==> config.mk <==
export PLATFORM = sky130hd
export DESIGN_NAME = mem_lsu
export DESIGN_NICKNAME = d
export VERILOG_FILES = /design/src/rtl/mem_lsu.sv
export SDC_FILE = /design/constraint.sdc
export NUM_CORES = 1
export LEC_CHECK = 0
export CAP_MARGIN = 0
export CELL_PAD_IN_SITES_DETAIL_PLACEMENT = 1
export CELL_PAD_IN_SITES_GLOBAL_PLACEMENT = 2
export CORE_MARGIN = 2
export CORE_UTILIZATION = 27
export CTS_CLUSTER_SIZE = 25
export DETAILED_ROUTE_END_ITERATION = 8
export PLACE_DENSITY_LB_ADDON = 0.2
export SLEW_MARGIN = 20
export SYNTH_ARGS = -nofsm -noshare
export SYNTH_HDL_FRONTEND = slang
export SYNTH_SLANG_ARGS = --single-unit
export TNS_END_PERCENT = 10
==> constraint.sdc <==
create_clock -name clk -period 2.1 [get_ports clk]
set_clock_uncertainty 0.05 [all_clocks]
set_input_delay 0.42 -clock clk [delete_from_list [all_inputs] [get_ports clk]]
set_output_delay 0.42 -clock clk [all_outputs]
set_load 0.01 [all_outputs]
==> src/rtl/mem_lsu.sv <==
// Load/store unit: byte/half/word access to a word-addressed memory, with sub-word stores done as read-modify-write.
// Define MEM_LSU_ERR_EN to report misaligned addresses and illegal sizes; undefined, accesses are truncated and always proceed.
module mem_lsu #(
    parameter int unsigned WORDSIZE = 32
) (
    input  logic                clk,
    input  logic                rst_n,
    input  logic                i_req_valid,
    output logic                o_req_ready,
    input  logic                i_req_we,
    input  logic [1:0]          i_req_size,
    input  logic                i_req_unsigned,
    input  logic [31:0]         i_req_addr,
    input  logic [WORDSIZE-1:0] i_req_wdata,
    output logic                o_rsp_valid,
    input  logic                i_rsp_ready,
    output logic [WORDSIZE-1:0] o_rsp_rdata,
    output logic                o_rsp_err,
    output logic                o_mem_wen,
    output logic [31:0]         o_mem_addr,
    output logic [WORDSIZE-1:0] o_mem_wdata,
    input  logic [WORDSIZE-1:0] i_mem_rdata
);

    localparam int unsigned AW   = 32;
    localparam int unsigned HW   = 16;
    localparam int unsigned BW   = 8;
    localparam logic [1:0]  SZ_B = 2'b00;
    localparam logic [1:0]  SZ_H = 2'b01;
    localparam logic [1:0]  SZ_W = 2'b10;
    localparam logic [1:0]  SZ_X = 2'b11;

    typedef enum logic [1:0] {
        S_IDLE = 2'd0,
        S_RD   = 2'd1,
        S_WR   = 2'd2,
        S_RESP = 2'd3
    } state_t;

    state_t              r_state;
    state_t              w_state_nxt;

    logic                r_we;
    logic [1:0]          r_size;
    logic                r_uns;
    logic [1:0]          r_lane;
    logic [HW-1:0]       r_wdata;
    logic [AW-1:0]       r_mem_addr;
    logic [WORDSIZE-1:0] r_mem_wdata;
    logic [WORDSIZE-1:0] r_rsp_rdata;
    logic                r_rsp_err;

    logic                w_accept;
    logic [1:0]          w_size;
    logic                w_err;
    logic [BW-1:0]       w_byte;
    logic [HW-1:0]       w_half;
    logic [WORDSIZE-1:0] w_ext;
    logic [WORDSIZE-1:0] w_merge;

    assign w_accept = i_req_valid && (r_state == S_IDLE);

    // Request qualification: legal-size/alignment checking or silent truncation
`ifdef MEM_LSU_ERR_EN
    assign w_size = i_req_size;
    assign w_err  = (i_req_size == SZ_X)
                 || ((i_req_size == SZ_H) && i_req_addr[0])
                 || ((i_req_size == SZ_W) && (i_req_addr[1:0] != 2'b00));
`else
    assign w_size = (i_req_size == SZ_X) ? SZ_W : i_req_size;
    assign w_err  = 1'b0;
`endif

    // State register
    always_ff @(posedge clk or negedge rst_n) begin
        if (!rst_n) begin
            r_state <= S_IDLE;
        end else begin
            r_state <= w_state_nxt;
        end
    end

    // Next-state logic
    always_comb begin
        w_state_nxt = r_state;
        case (r_state)
            S_IDLE: begin
                if (w_accept) begin
                    if (w_err) begin
                        w_state_nxt = S_RESP;
                    end else if (!i_req_we) begin
                        w_state_nxt = S_RD;
                    end else if (w_size == SZ_W) begin
                        w_state_nxt = S_WR;
                    end else begin
                        w_state_nxt = S_RD;
                    end
                end
            end
            S_RD:    w_state_nxt = r_we ? S_WR : S_RESP;
            S_WR:    w_state_nxt = S_RESP;
            S_RESP:  w_state_nxt = i_rsp_ready ? S_IDLE : S_RESP;
            default: w_state_nxt = S_IDLE;
        endcase
    end

    // Handshake and write strobe decoded straight from the state register
    always_comb begin
        o_req_ready = 1'b0;
        o_rsp_valid = 1'b0;
        o_mem_wen   = 1'b0;
        case (r_state)
            S_IDLE:  o_req_ready = 1'b1;
            S_WR:    o_mem_wen   = 1'b1;
            S_RESP:  o_rsp_valid = 1'b1;
            default: ;
        endcase
    end

    // Lane selection of the word currently returned by memory
    always_comb begin
        w_byte = i_mem_rdata[7:0];
        case (r_lane)
            2'd1:    w_byte = i_mem_rdata[15:8];
            2'd2:    w_byte = i_mem_rdata[23:16];
            2'd3:    w_byte = i_mem_rdata[31:24];
            default: w_byte = i_mem_rdata[7:0];
        endcase
        w_half = r_lane[1] ? i_mem_rdata[31:16] : i_mem_rdata[15:0];
    end

    // Load extension
    always_comb begin
        w_ext = i_mem_rdata;
        case (r_size)
            SZ_B: w_ext = r_uns ? {{(WORDSIZE-BW){1'b0}}, w_byte}
                                : {{(WORDSIZE-BW){w_byte[BW-1]}}, w_byte};
            SZ_H: w_ext = r_uns ? {{(WORDSIZE-HW){1'b0}}, w_half}
                                : {{(WORDSIZE-HW){w_half[HW-1]}}, w_half};
            default: w_ext = i_mem_rdata;
        endcase
    end

    // Store merge: replace only the target lane of the word read back
    always_comb begin
        w_merge = i_mem_rdata;
        case (r_size)
            SZ_B: begin
                case (r_lane)
                    2'd0:    w_merge[7:0]   = r_wdata[7:0];
                    2'd1:    w_merge[15:8]  = r_wdata[7:0];
                    2'd2:    w_merge[23:16] = r_wdata[7:0];
                    default: w_merge[31:24] = r_wdata[7:0];
                endcase
            end
            SZ_H: begin
                if (r_lane[1]) begin
                    w_merge[31:16] = r_wdata;
                end else begin
                    w_merge[15:0] = r_wdata;
                end
            end
            default: w_merge = i_mem_rdata;
        endcase
    end

    // Request capture, read-data capture and response registers
    always_ff @(posedge clk or negedge rst_n) begin
        if (!rst_n) begin
            r_we        <= 1'b0;
            r_size      <= SZ_B;
            r_uns       <= 1'b0;
            r_lane      <= 2'b00;
            r_wdata     <= '0;
            r_mem_addr  <= '0;
            r_mem_wdata <= '0;
            r_rsp_rdata <= '0;
            r_rsp_err   <= 1'b0;
        end else begin
            if (w_accept) begin
                r_we        <= i_req_we;
                r_size      <= w_size;
                r_uns       <= i_req_unsigned;
                r_lane      <= i_req_addr[1:0];
                r_wdata     <= i_req_wdata[HW-1:0];
                r_rsp_err   <= w_err;
                r_rsp_rdata <= '0;
                // Errored requests never touch the memory-side registers
                if (!w_err) begin
                    r_mem_addr <= {i_req_addr[AW-1:2], 2'b00};
                    if (i_req_we && (w_size == SZ_W)) begin
                        r_mem_wdata <= i_req_wdata;
                    end
                end
            end else if (r_state == S_RD) begin
                if (r_we) begin
                    r_mem_wdata <= w_merge;
                end else begin
                    r_rsp_rdata <= w_ext;
                end
            end
        end
    end

    assign o_mem_addr  = r_mem_addr;
    assign o_mem_wdata = r_mem_wdata;
    assign o_rsp_rdata = r_rsp_rdata;
    assign o_rsp_err   = r_rsp_err;

endmodule

-- Yosys cells after proc, flatten, opt, wreduce, memory -nomap -nowiden
Cells that the tools add are included.
- memories kept: 0
- register bits: 118
- bits of input ports: 104
- bits in latches: 0
- word-level logic and storage cells: 60
- RAM bits: 0
- ROM bits: 0
- output and inout bits: 100
- reduce and logical (&&, ||, !) cells: 10
- equal/unequal tests: 12
- order comparisons: 0
- shift-type cells: 0
- bitwise logic cells: 0
- muxes and demuxes: 29
- $add $sub $neg: 0
- divide/modulo/power cells: 0
- multiply operators: 0
- operators by type and width (operator ; number):
    32-bit two-way mux ; 9
    32-bit case mux with 2 select lines ; 2
    16-bit two-way mux ; 3
    8-bit two-way mux ; 4
    8-bit case mux with 3 select lines ; 1
    2-bit equality test (second input constant) ; 6
    2-bit two-way mux ; 5
    2-bit case mux with 4 select lines ; 1
    2-bit by 1-bit equality test with 1-bit output (second input constant) ; 3
    2-bit zero test ; 3
    1-bit two-way mux ; 4
    2-bit by 1-bit inequality test with 1-bit output (second input constant) ; 2
    2-bit nonzero test ; 2
    3-bit AND reduction ; 1
    3-bit OR reduction ; 1
    1-bit logical AND ; 2
    2-bit inequality test (second input constant) ; 1
    2-bit AND reduction ; 1

-- Depth between registers and ports, before layout
Gate-level depths: netlist of the first run.
- depth in word-level cells: 7
- depth in mapped cells: 7
- depth with buffers taken out: 4

-- Worst setup path before layout of the first run
No wires, ideal clock.
- path type: reg2reg
- from: register r_state[1]
- to: register r_mem_wdata[30] (netlist: o_mem_wdata[30])
- clock period less this slack: 1630 ps
- path buffers: 3
- slack: 470 ps
- stages on the path, launching flop included: 8
- library setup time: 121 ps
- arrival time: 1459 ps
- required time: 1929 ps
- path through: dfrtp_1 > buf_6 > or3b_1 > buf_2 > buf_2 > nor2_1 > nor2_1 > a22o_1
- cells in the longest elaborated chain, start to end: 4
- elaborated cells on any way between the ends: 8
- those cells by class: eq/ne: 2; mux: 1; reduce/logical: 5
- ends and longest elaborated chain (item ; line ; text):
    from (decl) ; 40 ; state_t r_state;
    from (signal assigned) ; 79 ; r_state <= w_state_nxt;
    2-bit zero test ; 61 ; assign w_accept = i_req_valid && (r_state == S_IDLE);
    1-bit logical AND ; 61 ;
    2-bit by 1-bit inequality test with 1-bit output (no line) or 2-bit nonzero test (tied branches) ; - ;
    3-bit AND reduction (no line) ; - ;
    to (signal assigned) ; 192 ; r_mem_wdata <= i_req_wdata;
    to (signal assigned) ; 197 ; r_mem_wdata <= w_merge;
    to (decl) ; 49 ; logic [WORDSIZE-1:0] r_mem_wdata;
Parallel ways exist; a longest one is shown, timed or not.
A chain may end at the register's enable or synchronous reset.

-- Final worst setup path of the first run
- from: register r_state[0]
- to: output o_rsp_valid
- cells in the longest elaborated chain, start to end: 2
- ends and longest elaborated chain (item ; line ; text):
    2-bit equality test ; 112 ; case (r_state)
    1-bit two-way mux ; 112 ;
    to (decl) ; 15 ; output logic o_rsp_valid,
Every way passes these cells.

==> results of run 1 <==
## final timing paths
check	from	endpoint	slack, ps	depth (start not counted)
setup / recovery	r_state[0]	o_rsp_valid	80	2
min in group asynchronous	rst_n	o_mem_wdata[18]	450	2
hold / removal	o_mem_wdata[20]	o_mem_wdata[20]	430	2
hold reg to reg	o_mem_wdata[20]	o_mem_wdata[20]	430	2
max in group asynchronous	rst_n	r_wdata[9]	880	3
setup reg to reg	r_size[0]	o_mem_wdata[15]	100	5
## sequential cells by signal, summed over array words and instances, names as in the netlist
register and count:
r_lane 2, r_state 2, r_uns 1, r_we 1
o_rsp_rdata 32, o_mem_addr 30, r_size 2, o_mem_wdata 32
r_wdata 16
## logic make-up (layout without fill, tap and decap cells)
logic type	count (synthesis)	count (layout)	synth area share (%)
simple gates	310	310	21.7
compound gates	157	157	19.7
flops	118	118	48.6
buf+inv	61	287	5.29
mux	26	26	4.71
other cells	1	3	0.0617
## routing by layer
layer,vias up,routed length (µm)
li1,2767,-
met1,2915,10300
met2,192,11600
met3,30,1270
met4,0,412
met5,-,0
## stage by stage
stage | TNS [ps] | worst slack (ps) | util, % | std cells
after floorplan | 0 | 470 | - | 675
after global placement | -1930 | -139 | 39.2 | 1146
after detailed placement | -4360 | -147 | 39.2 | 1146
after CTS | 0 | 37.6 | 42.2 | 1181
after global routing | 0 | 7.13 | 42.2 | 1181
final | 0 | 85.0 | 42.2 | 1181
## cells in the mapped netlist, types with 2 or more instances
cell,count
a31oi_1,8
nand4_1,2
buf_1,3
nand2_1,210
clkbuf_1,17
o31ai_2,4
a22o_1,33
buf_4,5
a32o_1,8
and3_1,18
inv_1,2
a211oi_1,24
a21oi_1,20
dfrtp_1,118
a21o_1,3
o21ai_0,10
o211ai_1,8
mux2_2,8
a22oi_1,2
o31ai_1,20
or3b_1,2
buf_2,29
a222oi_1,7
nor2b_1,4
buf_6,5
and2_1,3
mux2i_1,8
o21ai_1,7
mux2_1,9
nor2_1,44
nand2b_1,18
## critical path, delay by kind of cell (launching register included)
family / cells / cell delay [ps]
buffers and inverters: 1 / 550
AND/OR/NAND/NOR: 1 / 190
flip-flops: 1 / 390
## power groups by stage
stage	logic (mW)	registers, mW	clock network [mW]
global placement	6.42	4.12	0
CTS	6.67	4.11	3.23
finish	6.61	4.11	3.15
detailed placement	6.58	4.15	0
floorplan	3.05	4.25	0
global route	7.21	4.24	3.33
## layout make-up
type | instances | area (µm²)
Sequential cell | 118 | 2960
Clock inverter | 14 | 200
Timing Repair Buffer | 253 | 2500
Tap cell | 280 | 350
Inverter | 2 | 7.51
Multi-Input combinational cell | 496 | 2830
Fill cell | 2514 | 12700
Clock buffer | 18 | 429
## repair_timing
| action | in CTS | in global routing |
|---|---|---|
| setup buffers | 2 | 0 |
| endpoints found under the setup margin | 3 | 18 |
| hold buffers | 1 | 0 |
| hold endpoints to repair | 26 | 0 |
| resized for setup | 2 | 3 |
==> impl_metrics.csv, run 1 <==
group,metric,value,unit
power,netSwitchingPower,5.23,mW
sta,max-slew-margin-rel,56.1,%
logic_synthesis,yosysWarnings,0,
floorplanning,initial_core_util,27.7,%
logic_synthesis,synth_cell_types,45,
global_routing,grt_busiest_layer,"met2",
final_layout,layout_common_cells,"nand2_1 (210), clkdlybuf4s50_1 (199), dfrtp_1 (116), buf_4 (45), nor2_1 (43)",
critical_path,crit_type,"register to primary output",
global_routing,gr-usage-all-layers,20.3,%
logic_synthesis,synth-edff-count,0,
sta,final_max_slew_viol_count,0,
clock_network,clk_pin_slew,60,ps
detailed_routing,drt_wl_total,23600,µm
final_layout,layout_commonest_cell,"nand2_1",
run,cap_viol_max_count,0,
floorplanning,die_w,154,µm
logic_synthesis,yosysTopAreaCellShare,48.6,%
power,p_clk_share,22.7,%
global_routing,overflow,0,
detailed_routing,ant_nets,0,
power,p_sw_share,37.7,%
power,vdd_ir_drop_max,0.686,mV
place,place_area,8610,µm²
clock_network,cts_max_level,4,
critical_path,crit_path_top_delay_cell,"clkdlybuf4s50_1",
floorplanning,core,22000,µm²
floorplanning,ios,204,
critical_path,start_kind,"register",
global_routing,first_global_vias,6409,
sta,fmax,496,MHz
final_layout,area_growth,52.5,%
clock_network,root_buffer,"clkbuf_16",
power,power_density,1500,nW/µm²
place,dp_hpwl,18000,µm
global_routing,grt_pass1_wl,37000,µm
min_path,min_path_type,"register to register",
detailed_routing,drtIter0Drc,323,
global_routing,met1_usage,25.6,%
final_layout,fin_area,9270,µm²
critical_path,critPathCaptureType,"primary output",
sta,hold_ws,426,ps
logic_synthesis,synthFlopType,"dfrtp_1",
power,p_int,8.64,mW
detailed_routing,wl_per_cell,20.0,µm
global_routing,antenna_found_initial,0,
power,p_leak,4.19,nW
critical_path,cpPeakStageDelay,550,ps
detailed_routing,dr.pass1.iters,5,
detailed_routing,drc,0,
final_layout,drive_gt1_share,12.1,%
floorplanning,die_h,154,µm
detailed_routing,vias,5904,
place,gp_congestion,0.874,
floorplanning,dieArea,23700,µm²
sta,hold_viol,0,
logic_synthesis,ys_ff_latch,118,
global_routing,grt_use_met2,34.1,%
critical_path,crit_required,1630,ps
logic_synthesis,yosysTopAreaCell,"dfrtp_1",
critical_path,critPathMaxFanout,4,
clock_network,cts_tree,"yes",
final_layout,final_nets,992,
critical_path,worstPathArrival,1550,ps
logic_synthesis,syn_area_per_cell,9.04,µm²
sta,fin_crit,2020,ps
sta,finalCritPeriodShare,96.0,%
logic_synthesis,seq_area_frac_synth,48.6,%
final_layout,n_antenna_cell,0,
power,combinationalPowerShare,47.7,%
clock_network,clockBufferDepth,2,
place,portBuffers,200,
clock_network,cts_buffers,17,
sta,rsz0062_at_grt,"false",
global_routing,met3_usage,5.02,%
logic_synthesis,netlist_instances,673,
sta,max_slew.worst_pin.slew,657,ps
logic_synthesis,ys_top_cells_by_area,"dfrtp_1 (49%), nand2_1 (13%), a22o_1 (4.8%), a211oi_1 (3.0%), nor2_1 (2.7%)",
critical_path,path_cells,"and2_1 > clkdlybuf4s50_1",
detailed_routing,avgViaCountPerCell,5.00,
power,seq_power_share,29.6,%
global_routing,grt_max_degree,65,
sta,finalSetupViolations,0,
clock_network,cts_sinks,118,
power,power,13.9,mW
outcome,outcome,"finished clean",
floorplanning,rows,54,
logic_synthesis,async_flop_share,100,%
logic_synthesis,syn_area,6080,µm²
clock_network,clock_latency,420,ps
No activity file was read; power rests on OpenSTA's default activity.
==> run 2, diff against run 1 <==
--- a/config.mk
+++ b/config.mk
@@ -12,6 +12,7 @@
 export CORE_UTILIZATION = 27
 export CTS_CLUSTER_SIZE = 25
 export DETAILED_ROUTE_END_ITERATION = 8
+export GPL_ROUTABILITY_DRIVEN = 0
 export PLACE_DENSITY_LB_ADDON = 0.2
 export SLEW_MARGIN = 20
 export SYNTH_ARGS = -nofsm -noshare
==> run 2 against run 1 <==
Effect of this change:
- combinational power hardly changed
- wire length decreased by 2.0%
- cell count about the same
- via count increased by 0.36%
- setup slack worse by 0.62 ps
- critical path type is now register to register
- critical endpoint is now o_mem_wdata[15]
- largest power group unchanged
==> impl_metrics.csv, run 2 (synthesis results as in run 1) <==
group,metric,value,unit
clock_network,cts_buffers,17,
sta,hold_viol,0,
sta,finalSetupViolations,0,
final_layout,n_antenna_cell,0,
floorplanning,dieArea,23700,µm²
final_layout,drive_gt1_share,11.7,%
floorplanning,core,22000,µm²
critical_path,crit_type,"register to register",
clock_network,cts_tree,"yes",
power,power,13.7,mW
detailed_routing,dr.pass1.iters,6,
place,portBuffers,200,
final_layout,layout_commonest_cell,"nand2_1",
detailed_routing,drc,0,
detailed_routing,vias,5925,
min_path,min_path_type,"input pin to async pin",
outcome,outcome,"finished clean",
global_routing,antenna_found_initial,0,
detailed_routing,wl_met3,1150,µm
power,vdd_ir_drop_max,0.630,mV
detailed_routing,ant_nets,0,
final_layout,final_cells,1180,
power,p_int,8.60,mW
global_routing,grt_pass1_wl,36200,µm
final_layout,final_util,42.1,%
clock_network,cts_sinks,118,
power,power_density,1480,nW/µm²
critical_path,worstPathArrival,2280,ps
critical_path,critPathCaptureType,"register",
power,netSwitchingPower,5.09,mW
global_routing,overflow,0,
floorplanning,die_h,154,µm
sta,max-slew-margin-rel,55.6,%
clock_network,root_buffer,"clkbuf_16",
detailed_routing,wl_per_cell,19.6,µm
detailed_routing,drt_wl_total,23100,µm
sta,rsz0062_at_grt,"false",
critical_path,critPathMaxFanout,10,
place,dp.cells,1145,
clock_network,clock_latency,420,ps
detailed_routing,met1_length,10300,µm
power,p_sw_share,37.2,%
floorplanning,rows,54,
critical_path,start_kind,"register",
power,combinationalPowerShare,48.4,%
clock_network,clockBufferDepth,2,
power,seq_power_share,29.9,%
power,p_leak,4.18,nW
detailed_routing,drtIter0Drc,307,
global_routing,gr-usage-all-layers,19.7,%
clock_network,cts_max_level,4,
floorplanning,initial_core_util,27.7,%
final_layout,area_growth,51.9,%
floorplanning,die_w,154,µm
sta,max_slew.worst_pin.slew,667,ps
detailed_routing,avgViaCountPerCell,5.02,
clock_network,clk_pin_slew,60,ps
sta,final_max_slew_viol_count,0,
global_routing,first_global_vias,6435,
detailed_routing,wl_met2,11300,µm
critical_path,crit_required,2370,ps
run,cap_viol_max_count,0,
final_layout,final_nets,991,
floorplanning,ios,204,
sta,fin_crit,2020,ps
sta,finalCritPeriodShare,96.0,%
detailed_routing,top_layer,"met4",
sta,fmax,496,MHz
place,dp_hpwl,17600,µm
power,p_clk_share,21.7,%
global_routing,grt_max_degree,119,
sta,fin_tns_setup,0,ps
final_layout,layout_common_cells,"nand2_1 (210), clkdlybuf4s50_1 (199), dfrtp_1 (116), buf_4 (44), nor2_1 (43)",
-- run 2: changes by cell type in the layout (fill, tap and decap cells not counted), sizes merged --
cell,delta
clkinvlp,-1
dlygate4sd3,-1
clkbuf,+5
clkinv,-1
inv,-2
bufinv,-1
-- run 2: per-layer routing --
metal	global-route usage, %	up-vias
li1	-	2758
met2	33.3	204
met4	5.38	0
met1	25.4	2934
met5	0	-
met3	4.40	29
-- run 2: worst paths after layout --
kind / startpoint / cells after the start / end / slack, ps
max: r_size[0] / 5 / o_mem_wdata[15] / 80
min: rst_n / 2 / o_mem_wdata[6] / 30
max reg2reg: r_size[0] / 5 / o_mem_wdata[15] / 80
min reg2reg: o_mem_addr[19] / 2 / o_mem_addr[19] / 420
max in group asynchronous: rst_n / 2 / r_state[1] / 1420
min in group clk: o_mem_addr[19] / 2 / o_mem_addr[19] / 420
-- run 2: area by class of cell --
| cell class | instances | area (µm²) |
|---|---|---|
| clock buffer | 23 | 468 |
| clock inverter | 9 | 125 |
| fill | 2484 | 12700 |
| inverter | 2 | 7.51 |
| multi-input combinational | 496 | 2830 |
| sequential | 118 | 2960 |
| tap | 280 | 350 |
| timing repair buffer | 252 | 2500 |
-- run 2: per-stage QoR --
step                hold slack, ps  setup WS [ps]  area [µm²]
floorplan                     74.4            470        6090
global placement               407           -145        8600
detailed placement             417           -160        8600
CTS                           89.5           31.9        9210
global route                  93.6           4.59        9240
finish                        32.1           84.4        9240
-- run 2: power groups by stage --
stage / logic (mW) / clock network [mW] / registers (mW)
floorplan: 3.05 / 0 / 4.25
global placement: 6.43 / 0 / 4.13
detailed placement: 6.58 / 0 / 4.15
CTS: 6.66 / 3.04 / 4.11
global route: 7.21 / 3.14 / 4.23
finish: 6.63 / 2.97 / 4.09
-- run 2: critical path: stages, from the launching register on --
cell	delay, ps
dfrtp_1	530
nor2b_1	600
a32o_1	260
a211oi_1	80
buf_4	180
o31ai_2	220
-- run 2: timing repair --
action | CTS | global route
resized for setup | 2 | 2
setup buffers | 2 | 1
endpoints found under the setup margin | 3 | 16
hold buffers | 0 | 0
